File: src/rtl/simon_button_encoder.sv
// rtl/simon_button_encoder.sv - four-button synchronizer, debouncer and press encoder
// Turns debounced single presses into PUSH pulses with a colour code; chords and full-stack presses become DROP.
module simon_button_encoder #(
   parameter int DATA_WIDTH      = 2,
   parameter int DEBOUNCE_CYCLES = 16
) (
   input  logic                  CLK,
   input  logic                  RST_N,
   input  logic [3:0]            BTN,
   input  logic                  FULL,
   output logic                  PUSH,
   output logic [DATA_WIDTH-1:0] DATA_OUT,
   output logic                  DROP,
   output logic                  BUSY
);

   localparam int CW = $clog2(DEBOUNCE_CYCLES + 1);
   localparam logic [CW-1:0] CNT_LAST = CW'(DEBOUNCE_CYCLES - 1);

   typedef enum logic {IDLE = 1'b0, HELD = 1'b1} state_t;

   logic [3:0]           sync1_q, sync1_d;
   logic [3:0]           sync2_q, sync2_d;
   logic [3:0]           deb_q, deb_d;
   logic [3:0][CW-1:0]   cnt_q, cnt_d;
   logic [DATA_WIDTH-1:0] code;

   state_t                state_q;
   logic                  push_q;
   logic                  drop_q;
   logic [DATA_WIDTH-1:0] data_q;

   always_comb begin
      sync1_d = BTN;
      sync2_d = sync1_q;
      deb_d   = deb_q;
      cnt_d   = '0;
      for (int i = 0; i < 4; i++) begin
         if (sync2_q[i] != deb_q[i]) begin
            if (cnt_q[i] == CNT_LAST) begin
               deb_d[i] = ~deb_q[i];
            end else begin
               cnt_d[i] = cnt_q[i] + 1'b1;
            end
         end
      end
   end

   // Only meaningful when deb_q is one-hot; chords never reach DATA_OUT.
   always_comb begin
      code = '0;
      for (int i = 0; i < 4; i++) begin
         if (deb_q[i]) code = DATA_WIDTH'(i);
      end
   end

   always_ff @(posedge CLK or negedge RST_N) begin
      if (!RST_N) begin
         sync1_q <= '0;
         sync2_q <= '0;
         deb_q   <= '0;
         cnt_q   <= '0;
      end else begin
         sync1_q <= sync1_d;
         sync2_q <= sync2_d;
         deb_q   <= deb_d;
         cnt_q   <= cnt_d;
      end
   end

   always_ff @(posedge CLK or negedge RST_N) begin
      if (!RST_N) begin
         state_q <= IDLE;
         push_q  <= 1'b0;
         drop_q  <= 1'b0;
         data_q  <= '0;
      end else begin
         push_q <= 1'b0;
         drop_q <= 1'b0;
         case (state_q)
            IDLE: begin
               if (deb_q != 4'b0000) begin
                  state_q <= HELD;
                  if ($onehot(deb_q) && !FULL) begin
                     push_q <= 1'b1;
                     data_q <= code;
                  end else begin
                     drop_q <= 1'b1;
                  end
               end
            end
            HELD: begin
               if (deb_q == 4'b0000) state_q <= IDLE;
            end
            default: state_q <= IDLE;
         endcase
      end
   end

   assign PUSH     = push_q;
   assign DROP     = drop_q;
   assign DATA_OUT = data_q;
   assign BUSY     = (state_q == HELD);

endmodule
File: config.mk
export PLATFORM = sky130hd
export DESIGN_NAME = simon_button_encoder
export DESIGN_NICKNAME = d
export VERILOG_FILES = /design/src/rtl/simon_button_encoder.sv
export SDC_FILE = /design/constraint.sdc
export NUM_CORES = 1
export LEC_CHECK = 0
export ABC_AREA = 1
export CORE_MARGIN = 3
export CORE_UTILIZATION = 50
export CTS_CLUSTER_SIZE = 30
export DETAILED_ROUTE_END_ITERATION = 10
export PLACE_DENSITY = 0.85
export SYNTH_ARGS = -nofsm -noshare
export SYNTH_HDL_FRONTEND = slang
export SYNTH_SLANG_ARGS = --single-unit
File: constraint.sdc
create_clock -name CLK -period 1.9 [get_ports CLK]
set_input_delay 0.285 -clock CLK [delete_from_list [all_inputs] [get_ports CLK]]
set_output_delay 0.285 -clock CLK [all_outputs]
set_load 0.01 [all_outputs]
==> results of run 1 <==
-- cell families after synthesis --
| family | synth area share |
|---|---|
| AO/OA/AOI/OAI | 0.0284 |
| adder cells (fa/ha/maj) | 0.0697 |
| buffers and inverters | 0.0608 |
| AND/OR/NAND/NOR | 0.219 |
| flip-flops | 0.600 |
| XOR/XNOR | 0.0227 |
-- cell usage in the layout (no fill, tap or decap), drive strengths merged --
| cell type | n |
|---|---|
| inv | 25 |
| nor3 | 4 |
| ha | 7 |
| nor3b | 4 |
| clkinvlp | 1 |
| nor2 | 34 |
| xor2 | 4 |
| nand4 | 2 |
| clkbuf | 6 |
| clkdlybuf4s50 | 11 |
| dfrtp | 37 |
| buf | 9 |
| bufinv | 1 |
| fa | 1 |
| nand3 | 6 |
| o21ai | 8 |
| nand2 | 24 |
-- per-layer routing --
metal | wire length [um] | part of all wire | vias up
li1 | - | - | 537
met1 | 1060 | 0.41 | 507
met2 | 1380 | 0.53 | 21
met3 | 112 | 0.043 | 7
met4 | 53 | 0.020 | 0
met5 | 0 | 0 | -
-- critical path, stage by stage, from the launching register on --
cell and delay [ns]:
dfrtp_1 0.38, inv_2 0.06, fa_1 0.55, inv_2 0.05, ha_4 0.15, ha_4 0.14, inv_1 0.05, nand2_1 0.08
nor2_4 0.15, nand3_2 0.09, nand2_1 0.08, nand2_1 0.05
-- final cells by class --
| class | count | area share |
|---|---|---|
| clock buffers | 6 | 0.0272 |
| clock inverters | 2 | 0.0199 |
| inverters | 25 | 0.0497 |
| multi-input cells | 94 | 0.298 |
| flip-flops and latches | 37 | 0.491 |
| well taps | 31 | 0.0206 |
| repair buffers | 20 | 0.0942 |
-- state kept, by name, summed over array words and instances (netlist names) --
register  cells
DROP          1
DATA_OUT      2
BUSY          1
deb_q         4
sync1_q       4
PUSH          1
cnt_q        20
sync2_q       4
-- report_power, final --
part,internal (mW),switching (mW)
Combinational,0.0348,0.0483
Clock,0.313,0.260
Sequential,0.816,0.0182
-- through the flow --
step | instances | power [mW] | setup WS [ns] | TNS [ns]
2_1_floorplan | 156 | 0.889 | 0.0338 | 0
3_3_place_gp | 204 | 0.925 | 0.0320 | 0
3_5_place_dp | 204 | 0.933 | -0.0568 | -0.101
4_1_cts | 213 | 1.51 | -0.0662 | -0.112
5_1_grt | 215 | 1.55 | -0.132 | -0.245
6_report | 215 | 1.49 | -0.0203 | -0.0291
-- worst paths after layout --
kind / startpoint / to / slack [ns] / depth (start not counted)
worst max-delay path: deb_q[0]$_DFFE_PN0P_ / DATA_OUT[1]$_DFFE_PN0P_ / -0.02 / 11
worst min-delay path: RST_N / PUSH$_DFF_PN0_ / 0.34 / 2
worst max register to register: deb_q[0]$_DFFE_PN0P_ / DATA_OUT[1]$_DFFE_PN0P_ / -0.02 / 11
worst min register to register: sync1_q[0]$_DFF_PN0_ / sync2_q[0]$_DFF_PN0_ / 0.36 / 0
max in group asynchronous: RST_N / cnt_q[0]$_DFF_PN0_ / 1.24 / 2
min in group CLK: sync1_q[0]$_DFF_PN0_ / sync2_q[0]$_DFF_PN0_ / 0.36 / 0
-- what timing repair did --
item,in CTS,in global routing
endpoints found under the setup margin,2,4
endpoints found under the hold margin,0,0
pin swaps,5,4
resized for setup,3,2
setup buffers,1,2
hold buffers,0,0
==> impl_metrics.tcl, run 1 <==
set metrics [dict create \
    outcome "finished with violations" \
    violations "setup timing" \
    num_rows 19 \
    final_core_util 0.661 \
    diodes 0 \
    fin_area_sq_mm 0.00189 \
    yosysWarnings 0 \
    firstDrtPassIters 4 \
    clk_path_buf_depth 2 \
    final_antenna_net_count 0 \
    yosysTopAreaCellShare 0.600 \
    track_usage 0.171 \
    holdCritPathClass "in2async" \
    setup_ws_ns -0.0203 \
    synth_cell_type_count 18 \
    routed-via-count 1072 \
    totalWireLength_mm 2.61 \
    setup_viol 2 \
    synthesis.instances 156 \
    drc 0 \
    start_kind "flip-flop" \
    dieArea_sq_mm 0.00379 \
    skew_ns 0.0133 \
    place_area_sq_mm 0.00176 \
    clk_latency_ns 0.34 \
    cts.reportedPaths.clkPinSlew_ns 0.12 \
    vdd_ir_drop_max_mv 0.553 \
    area_growth_pct 22.2 \
    worst_pin_slew_ns 0.438 \
    cts_tree "yes" \
    multiInputGateArea_sq_um 562 \
    synth_edf_count 0 \
    io_pins 12 \
    grt_pass1_vias 1150 \
    ys_seq_area_frac 0.600 \
    use_met2 0.311 \
    clock.fmax_mhz 521 \
    async_reset_ff_frac 1.00 \
    leakage_nw 0.918 \
    synth.most_common_cell "dfrtp_1" \
    dp_hpwl_mm 1.97 \
    synth_nets 171 \
    finalCriticalPeriod_ns 1.92 \
    synthTopCellsByCount "dfrtp_1, nor2_1, nand2_1, inv_1, ha_1" \
    finalMaxSlewViolations 0 \
    period_share 1.01 \
    overflow 0 \
    top_usage_layer "met2" \
    antenna_found_initial 0 \
    holdWs_ns 0.339 \
    critPathMaxFanout 4 \
    synth.ff_latch_count 37 \
    synth_top_area_cell "dfrtp_1" \
    htreeDepth 2 \
    rsz0062_at_grt "yes" \
    routabilityCongestion 0.778 \
    die_h_um 61.6 \
    drt_first_iter_violations 27 \
    syn_avg_cell_area_sq_um 9.90 \
    coreArea_sq_mm 0.00285 \
    via_per_inst 4.99 \
    cp.arrival_ns 2.16 \
    port_buffers 11 \
    worstPathRequired_ns 2.14 \
    grt_use_met3 0.0377 \
    critical_path_class "reg2reg" \
    nFillCells 221 \
    slew_headroom 0.708 \
    grt_max_degree 38 \
    syn-cell-area_sq_mm 0.00154 \
    grt_pass1_wl_mm 4.63 \
    cts.sinks 37 \
    powerDensity_mw_per_mm2 789 \
    die_w_um 61.6 \
    cap_violations 0 \
    cts-root-buf "clkbuf_4" \
    seqCellArea_sq_um 926 \
    wire_per_inst_um 12.1 \
    drive_gt1_frac 0.190 \
    layout.nets 198 \
    met1_usage 0.186 \
    numCtsBuffers 5 \
    ys.flop_type "dfrtp_1" \
    hold_viol 0 \
    end_kind "flip-flop" \
    synth_area_leaders "dfrtp_1, nor2_1, nand2_1" \
    start_util 0.541 \
]
(Power assumes the default switching activity.)
==> run 2, diff against run 1 <==
CORE_UTILIZATION = 56   (was 50)
PLACE_DENSITY = 0.89   (was 0.85)
clock period = 2.15 ns   (was 1.9 ns; I/O delays follow)
==> impl_metrics.tcl, run 2 (synthesis gave the netlist of run 1 again) <==
set metrics [dict create \
    cts-root-buf "clkbuf_4" \
    crit_start "deb_q[3]$_DFFE_PN0P_" \
    overflow 0 \
    routed-via-count 1060 \
    rsz0062_at_grt "yes" \
    die_w_um 58.5 \
    dp_cells 198 \
    final_antenna_net_count 0 \
    start_util 0.607 \
    end_kind "flip-flop" \
    ff2ff_setup_slack_ns 0.12 \
    timing.setup.tns_ns 0 \
    drt_first_iter_violations 33 \
    worst_pin_slew_ns 0.438 \
    antenna_found_initial 0 \
    cts.sinks 37 \
    area_growth_pct 18.5 \
    via_per_inst 5.07 \
    switchingPower_mw 0.260 \
    layout.nets 194 \
    postCtsHoldBufs 0 \
    grt_pass1_vias 1096 \
    crit_path_end "DATA_OUT[0]$_DFFE_PN0P_" \
    die_h_um 58.5 \
    holdCritPathClass "reg2reg" \
    timing.rr.start "deb_q[3]$_DFFE_PN0P_" \
    setup_viol 0 \
    port_buffers 11 \
    p_seq_frac 0.590 \
    finalMaxSlewViolations 0 \
    cp_slowest_cell "fa_1" \
    power_frac_comb 0.057 \
    wire_per_inst_um 11.7 \
    largest_register_ff_count 20 \
    critPathMaxFanout 4 \
    cap_violations 0 \
    num_rows 18 \
    period_share 0.942 \
    final_core_util 0.719 \
    track_usage 0.175 \
    clk_path_buf_depth 2 \
    dieArea_sq_mm 0.00342 \
    vdd_ir_drop_max_mv 0.592 \
    critical_path_class "reg2reg" \
    grt_max_degree 38 \
    r2r_cells 11 \
    start_kind "flip-flop" \
    final_cells 209 \
    clock.fmax_mhz 494 \
    drive_gt1_frac 0.156 \
    p_sw_frac 0.208 \
    critPathMaxStageDelay_ns 0.54 \
    worstPathRequired_ns 2.38 \
    routabilityCongestion 0.742 \
    final_common_cell "dfrtp_1" \
    top_register "cnt_q" \
    internal-power_mw 0.988 \
    clk_latency_ns 0.33 \
    cp.arrival_ns 2.26 \
    coreArea_sq_mm 0.00254 \
    slew_headroom 0.708 \
    cts.reportedPaths.clkPinSlew_ns 0.10 \
    powerDensity_mw_per_mm2 682 \
    skew_ns 0.00432 \
    reg2reg_to "DATA_OUT[0]$_DFFE_PN0P_" \
    drc 0 \
    finalCriticalPeriod_ns 2.03 \
    worstPathCellList "inv_2 > fa_1 > inv_1 > ha_2 > ha_4 > inv_2 > nand2_2 > nor2_4 > nand3_2 > nand2_1 > nand2_1" \
    leakage_nw 0.899 \
    most-common-layout-cells "dfrtp_1, nor2_1, nand2_1" \
    min_path_cells 0 \
    grt_pass1_wl_mm 4.46 \
    htreeDepth 2 \
    hold_viol 0 \
    dp_hpwl_mm 1.88 \
    outcome "finished, final reports clean" \
    cts_tree "yes" \
    diodes 0 \
    clock_power_share 0.353 \
    totalWireLength_mm 2.45 \
    io_pins 12 \
    firstDrtPassIters 4 \
    numCtsBuffers 5 \
]
==> run 2: cell types whose count changed in the layout (fill, tap and decap cells not counted) <==
| cell | delta |
|---|---|
| ha_4 | -1 |
| clkinv_2 | +1 |
| clkbuf_8 | -1 |
| inv_2 | -2 |
| clkinvlp_4 | -1 |
| ha_2 | +1 |
| inv_1 | +2 |
| buf_4 | -4 |
==> run 2: metal layers <==
layer	vias up	GRT usage	wire length, um	share of wire
li1	527	-	-	-
met1	505	0.194	1010	0.41
met2	23	0.309	1290	0.53
met3	5	0.0482	114	0.047
met4	0	0.0828	34	0.014
met5	-	0	0	0
==> run 2: worst min-delay path by stage <==
stage,from,endpoint,slack [ns]
floorplan,RST_N,BUSY$_DFF_PN0_,0.03
global placement,sync1_q[3]$_DFF_PN0_,sync2_q[3]$_DFF_PN0_,0.33
detailed placement,sync1_q[2]$_DFF_PN0_,sync2_q[2]$_DFF_PN0_,0.33
CTS,sync1_q[2]$_DFF_PN0_,sync2_q[2]$_DFF_PN0_,0.36
global route,sync1_q[1]$_DFF_PN0_,sync2_q[1]$_DFF_PN0_,0.37
finish,sync1_q[2]$_DFF_PN0_,sync2_q[2]$_DFF_PN0_,0.36
==> run 2: worst max-delay path, delay by kind of cell (launching register included) <==
family	cells	cell delay, ns
adder cells (fa/ha/maj)	3	0.96
flip-flops	1	0.40
AND/OR/NAND/NOR	5	0.38
buffers and inverters	3	0.17
==> run 2: timing repair <==
item	CTS	global route
gates resized for setup	1	6
endpoints found under the hold margin	0	0
setup endpoints to repair	2	3
pin swaps	0	4
setup buffers	1	3
==> run 2: through the flow <==
step	power [mW]	setup WS (ns)	cell area (sq um)	hold WS (ns)
2_1_floorplan	0.786	0.178	1540	0.0269
3_3_place_gp	0.817	0.140	1700	0.332
3_5_place_dp	0.824	0.00962	1700	0.335
4_1_cts	1.27	0.0220	1780	0.358
5_1_grt	1.31	-0.0179	1830	0.369
6_report	1.25	0.124	1830	0.355
==> run 2: power by group through the flow <==
stage,Clock (mW),Sequential [mW],Combinational (mW)
after floorplan,0,0.747,0.0391
after global placement,0,0.748,0.0682
after detailed placement,0,0.751,0.0728
after CTS,0.455,0.737,0.0732
after global routing,0.485,0.740,0.0843
final,0.440,0.737,0.0714
==> run 2: area by class of cell <==
cell class                 count  area [sq um]
sequential                    37           926
timing repair buffer          16           148
tap                           30          37.5
fill                         198           716
clock buffer                   5          37.5
multi-input combinational     94           552
clock inverter                 2          35.0
inverter                      25          93.8
